$ cat config.mk
export PLATFORM = sky130hd
export DESIGN_NAME = imem_fetch_ctrl
export DESIGN_NICKNAME = d
export VERILOG_FILES = /design/src/rtl/mips_pkg.sv /design/src/rtl/fetch_queue.sv /design/src/rtl/imem_fetch_ctrl.sv
export SDC_FILE = /design/constraint.sdc
export NUM_CORES = 1
export LEC_CHECK = 0
export ABC_AREA = 1
export CELL_PAD_IN_SITES_DETAIL_PLACEMENT = 1
export CELL_PAD_IN_SITES_GLOBAL_PLACEMENT = 2
export CORE_MARGIN = 2
export CORE_UTILIZATION = 29
export CTS_BUF_LIST = sky130_fd_sc_hd__clkbuf_4 sky130_fd_sc_hd__clkbuf_8
export DETAILED_ROUTE_END_ITERATION = 8
export PLACE_DENSITY_LB_ADDON = 0.1
export REMOVE_ABC_BUFFERS = 1
export SYNTH_ARGS = -nofsm -noshare
export SYNTH_HDL_FRONTEND = slang
export SYNTH_SLANG_ARGS = --single-unit
$ cat constraint.sdc
create_clock -name clock -period 5.45 [get_ports clock]
set_input_delay 1.09 -clock clock [delete_from_list [all_inputs] [get_ports clock]]
set_output_delay 1.09 -clock clock [all_outputs]
set_load 0.03 [all_outputs]
$ cat src/rtl/mips_pkg.sv
`default_nettype none
// +----------------------------------------------------------------------+
// | mips_pkg: shared constants and fetch-queue entry type                |
// | rev 1.0                                                              |
// +----------------------------------------------------------------------+
package mips_pkg;

  localparam logic [31:0] RESET_VECTOR_DEF = 32'h0000_0004;
  localparam int          INSTR_W          = 32;
  localparam logic [31:0] NOP              = 32'h0000_0000;

  typedef struct packed {
    logic [31:0]        pc;
    logic [INSTR_W-1:0] instr;
  } fetch_entry_t;

endpackage
`default_nettype wire

$ cat src/rtl/fetch_queue.sv
`default_nettype none
// +----------------------------------------------------------------------+
// | fetch_queue: synchronous {pc, instr} FIFO with single-cycle flush    |
// | rev 1.0                                                              |
// +----------------------------------------------------------------------+
module fetch_queue
  import mips_pkg::*;
#(
  parameter int DEPTH = 2
) (
  input  logic                     clock,
  input  logic                     reset,
  input  logic                     flush,
  input  logic                     push,
  input  fetch_entry_t             push_data,
  input  logic                     pop,
  output fetch_entry_t             head,
  output logic                     full,
  output logic                     empty,
  output logic [$clog2(DEPTH):0]   count
);

  localparam int AW = $clog2(DEPTH);
  localparam logic [AW:0] DEPTH_C = DEPTH[AW:0];

  fetch_entry_t    mem [DEPTH];
  logic [AW-1:0]   wr_ptr;
  logic [AW-1:0]   rd_ptr;
  logic [AW:0]     cnt;

  // Storage needs no reset: the count gates every read.
  always_ff @(posedge clock) begin
    if (push) mem[wr_ptr] <= push_data;
  end

  always_ff @(posedge clock) begin
    if (reset || flush) begin
      wr_ptr <= '0;
      rd_ptr <= '0;
      cnt    <= '0;
    end else begin
      if (push) wr_ptr <= wr_ptr + 1'b1;
      if (pop)  rd_ptr <= rd_ptr + 1'b1;
      cnt <= cnt + {{AW{1'b0}}, push} - {{AW{1'b0}}, pop};
    end
  end

  assign head  = mem[rd_ptr];
  assign count = cnt;
  assign full  = (cnt == DEPTH_C);
  assign empty = (cnt == '0);

endmodule
`default_nettype wire

$ cat src/rtl/imem_fetch_ctrl.sv
`default_nettype none
// +----------------------------------------------------------------------+
// | imem_fetch_ctrl: PC sequencing, imem/debug arbitration, fetch queue  |
// | rev 1.0                                                              |
// +----------------------------------------------------------------------+
module imem_fetch_ctrl
  import mips_pkg::*;
#(
  parameter logic [31:0] RESET_VECTOR = RESET_VECTOR_DEF,
  parameter int          DEPTH        = 2
) (
  input  logic               clock,
  input  logic               reset,
  output logic [31:0]        imem_addr,
  input  logic [INSTR_W-1:0] imem_data,
  output logic               out_valid,
  input  logic               out_ready,
  output logic [INSTR_W-1:0] out_instr,
  output logic [31:0]        out_pc,
  input  logic               redirect_valid,
  input  logic [31:0]        redirect_pc,
  input  logic               halt,
  input  logic               dbg_req,
  input  logic [31:0]        dbg_addr,
  output logic               dbg_gnt,
  output logic [INSTR_W-1:0] dbg_rdata,
  output logic               fetch_idle
);

  logic [31:0]            pc;
  logic                   last_dbg;
  logic                   fetch_want;
  logic                   fetch_fire;
  logic                   pop;
  logic                   q_full;
  logic                   q_empty;
  logic [$clog2(DEPTH):0] q_count;
  fetch_entry_t           q_head;
  fetch_entry_t           q_push_data;
  logic                   unused_low_bits;

  assign unused_low_bits = ^{dbg_addr[1:0], redirect_pc[1:0]};

  assign pop        = out_valid && out_ready;
  assign fetch_want = !halt && !redirect_valid && (!q_full || pop);
  // Debug normally wins, but yields after one grant if fetch is waiting.
  assign dbg_gnt    = dbg_req && !reset && !(last_dbg && fetch_want);
  assign fetch_fire = fetch_want && !dbg_gnt;

  assign imem_addr  = dbg_gnt ? {dbg_addr[31:2], 2'b00} : pc;
  assign dbg_rdata  = imem_data;

  assign q_push_data = '{pc: pc, instr: imem_data};

  always_ff @(posedge clock) begin
    if (reset) begin
      pc       <= RESET_VECTOR;
      last_dbg <= 1'b0;
    end else begin
      last_dbg <= dbg_gnt;
      if (redirect_valid)  pc <= {redirect_pc[31:2], 2'b00};
      else if (fetch_fire) pc <= pc + 32'd4;
    end
  end

  fetch_queue #(
    .DEPTH (DEPTH)
  ) u_queue (
    .clock     (clock),
    .reset     (reset),
    .flush     (redirect_valid),
    .push      (fetch_fire),
    .push_data (q_push_data),
    .pop       (pop && !redirect_valid),
    .head      (q_head),
    .full      (q_full),
    .empty     (q_empty),
    .count     (q_count)
  );

  assign out_valid  = !q_empty;
  assign out_pc     = q_head.pc;
  assign out_instr  = q_head.instr;
  assign fetch_idle = halt && (q_count == '0);

endmodule
`default_nettype wire

==> flow_metrics.env <==
export IMPL_drive_gt1_share_pct=15.77
export IMPL_start_util_pct=29.25
export IMPL_layout_setup_ws_ns=0.9622
export IMPL_core_area_sq_mm=0.02576
export IMPL_pwr_share_comb_pct=17.9
export IMPL_clk_latency_ns=0.45
export IMPL_drv_slew=0
export IMPL_maxCapViolCount=0
export IMPL_drt_initial_drc_count=259
export IMPL_crit_type="in -> out"
export IMPL_synth_warnings=0
export IMPL_endpoint_kind="output port"
export IMPL_diodes=0
export IMPL_synth_cells=725
export IMPL_cts_made_buffers=17
export IMPL_timing_hold_violations_final=0
export IMPL_synth_cell_type_count=36
export IMPL_crit_chain="clkdlybuf4s50_1 > inv_2 > nand2_2 > inv_1 > nand2_2 > inv_2 > buf_4 > nand2_1 > o21ai_0 > buf_4"
export IMPL_clock_sinks=160
export IMPL_viasPerCell=4.559
export IMPL_final_common_cell="clkdlybuf4s50_1"
export IMPL_finalSetupViolations=0
export IMPL_synth_top_area_share_pct=49.41
export IMPL_wl_per_cell_um=17.93
export IMPL_antenna_found_initial=0
export IMPL_dpl_cell_count=1235
export IMPL_critPathMaxStageDelay_ns=0.45
export IMPL_power_density_mw_per_mm2=270.2
export IMPL_async_reset_ff_share_pct=0
export IMPL_io_pins=233
export IMPL_synth_largest_area_cell="edfxtp_1"
export IMPL_postCtsSetupBuffers=0
export IMPL_synth_top_flop_cell="edfxtp_1"
export IMPL_status="finished, final reports clean"
export IMPL_wirelength_mm=22.72
export IMPL_tightest_slew_ns=0.8745
export IMPL_post_cts_resized=0
export IMPL_critical_path_top_delay_family="buffers and inverters"
export IMPL_p_int_mw=1.925
export IMPL_cts_tree="yes"
export IMPL_place_gp_congestion=0.7911
export IMPL_p_sw_uw=851.6
export IMPL_synth_area_leaders="edfxtp_1 49%, dfxtp_1 9.6%, mux2_2 9.3%, nand2_1 6.6%, nor2_1 4.5%"
export IMPL_finalCoreUtilization_pct=39.89
export IMPL_yosysSeqAreaShare_pct=58.97
export IMPL_h_tree_depth=4
export IMPL_worstPathRequired_ns=4.36
export IMPL_syn_to_final_growth_pct=36.38
export IMPL_period_minus_slack_ns=4.488
export IMPL_switching_share_pct=30.67
export IMPL_overflow=0
export IMPL_die_area_sq_mm=0.02729
export IMPL_layout_cells_non_filler=1267
export IMPL_cts_root_buf="clkbuf_8"
export IMPL_grt_max_degree=49
export IMPL_crit_fanout=37
export IMPL_grt_usage_pct=16.84
export IMPL_synth_edf_count=124
export IMPL_rows=59
export IMPL_crit_arrival_ns=3.40
export IMPL_dpl_hpwl_mm=16.18
export IMPL_first_pass_iters=5
export IMPL_slew_headroom_pct=41.56
export IMPL_setup_tns_ns=0
export IMPL_avgSynthCellArea_sq_um=10.39
export IMPL_via_count=5776
export IMPL_ir_drop_v=0.0001296
export IMPL_path_buf_inv=6
export IMPL_power_share_sequential_pct=50.7
export IMPL_ys_ff_latch=160
export IMPL_synth_area_sq_mm=0.007536
export IMPL_start_kind="input pin"
export IMPL_hold_buffers=0
export IMPL_most_common_layout_cells="196 x clkdlybuf4s50_1, 132 x nand2_1, 124 x edfxtp_1, 88 x nor2_1, 65 x o21ai_0"
export IMPL_clock_path_buffers=2
export IMPL_leakage_nw=3.697
export IMPL_holdCritPathClass="reg -> reg"
export IMPL_dieHeight_um=165.2
export IMPL_rsz0062_at_grt="no"
export IMPL_die_width_um=165.2
export IMPL_clockPowerShare_pct=31.5
export IMPL_nets=1023
export IMPL_grt_pass1_wl_mm=34.33
export IMPL_dp_slack_ns=0.8526
export IMPL_skew_ns=0.01642
export IMPL_io_buffer_count=224
export IMPL_cp_slowest_cell="clkdlybuf4s50_1"
export IMPL_clkSlewWorstSetupHoldPaths_ns=0.10
export IMPL_clock_fmax_ghz=0.2228
export IMPL_ant_nets=0
export IMPL_fin_crit_sh_pct=82.34
export IMPL_grt_pass1_vias=6096
export IMPL_drcViolationCount=0
per-layer routing:
metal	routed length [um]	global-route usage (%)
met5	0	0
met4	297	4.545
met3	1207	3.272
met2	11170	29.19
met1	10040	21.46
worst reg2reg max path, cell delays in order (launching register included):
cell      delay, ns
dfxtp_1        0.34
inv_1          0.06
nand3_1        0.16
o211ai_4       0.32
nor2_4         0.78
buf_12         0.35
per-stage QoR:
| stage | power, mW | hold slack (ns) | cell area [sq um] |
|---|---|---|---|
| final | 2.776 | 0.4898 | 10280 |
| after global routing | 2.907 | 0.5201 | 10280 |
| after CTS | 2.826 | 0.4934 | 10280 |
| after detailed placement | 1.939 | 0.4772 | 9882 |
| after global placement | 1.927 | 0.4495 | 9882 |
| after floorplan | 1.645 | 0.4474 | 7144 |
area by class of cell:
type | count | area (sq um)
inverters | 57 | 214.0
repair buffers | 233 | 2302
flip-flops and latches | 160 | 4446
fillers | 2880 | 15490
clock inverters | 15 | 161.4
well taps | 335 | 419.2
multi-input cells | 450 | 2501
clock buffers | 17 | 234.0
Yosys cell counts (all sizes together) (2+ instances only):
cell    count
edfxtp    124
o211ai      3
ha          2
nand2     136
nor3        5
dfxtp      36
nor2       94
buf        52
mux2       62
xor2        4
and2        2
nand3      35
a21oi      21
o21ai      69
inv        57
mux2i       7
clkbuf      9
power by group through the flow:
stage                     Combinational, mW  Sequential [mW]  Clock (mW)
final                                 0.496             1.41       0.874
after global routing                  0.537             1.42       0.954
after CTS                             0.506             1.41       0.913
after detailed placement              0.503             1.44           0
after global placement                0.496             1.43           0
after floorplan                       0.224             1.42           0
logic make-up (layout without fill, tap and decap cells):
logic type	Yosys count	in the layout	synth area share (%)
flip-flops	160	160	58.97
buffers and inverters	118	322	8.185
AND/OR/NAND/NOR	275	275	14.94
XOR/XNOR	5	5	0.5811
adder cells (fa/ha/maj)	2	2	0.3320
other	1	4	0.04976
multiplexers	69	69	10.19
AO/OA/AOI/OAI	95	95	6.741
path summary, 6_finish.rpt:
kind         slack (ns)  cells after the start              from                  to
min reg2reg        0.49                      2    u_queue.rd_ptr      u_queue.rd_ptr
min                0.49                      2    u_queue.rd_ptr      u_queue.rd_ptr
max reg2reg        3.11                      5  u_queue.count[0]  u_queue.mem[0][11]
max                0.96                     10             reset       imem_addr[18]
state kept, by name, indices dropped and copies added, names as in the netlist, named ones only:
register        cells
u_queue.mem       124
pc                 30
u_queue.count       2
last_dbg            1
u_queue.rd_ptr      1
u_queue.wr_ptr      1
Note: power is estimated with default switching activity, not from simulation.
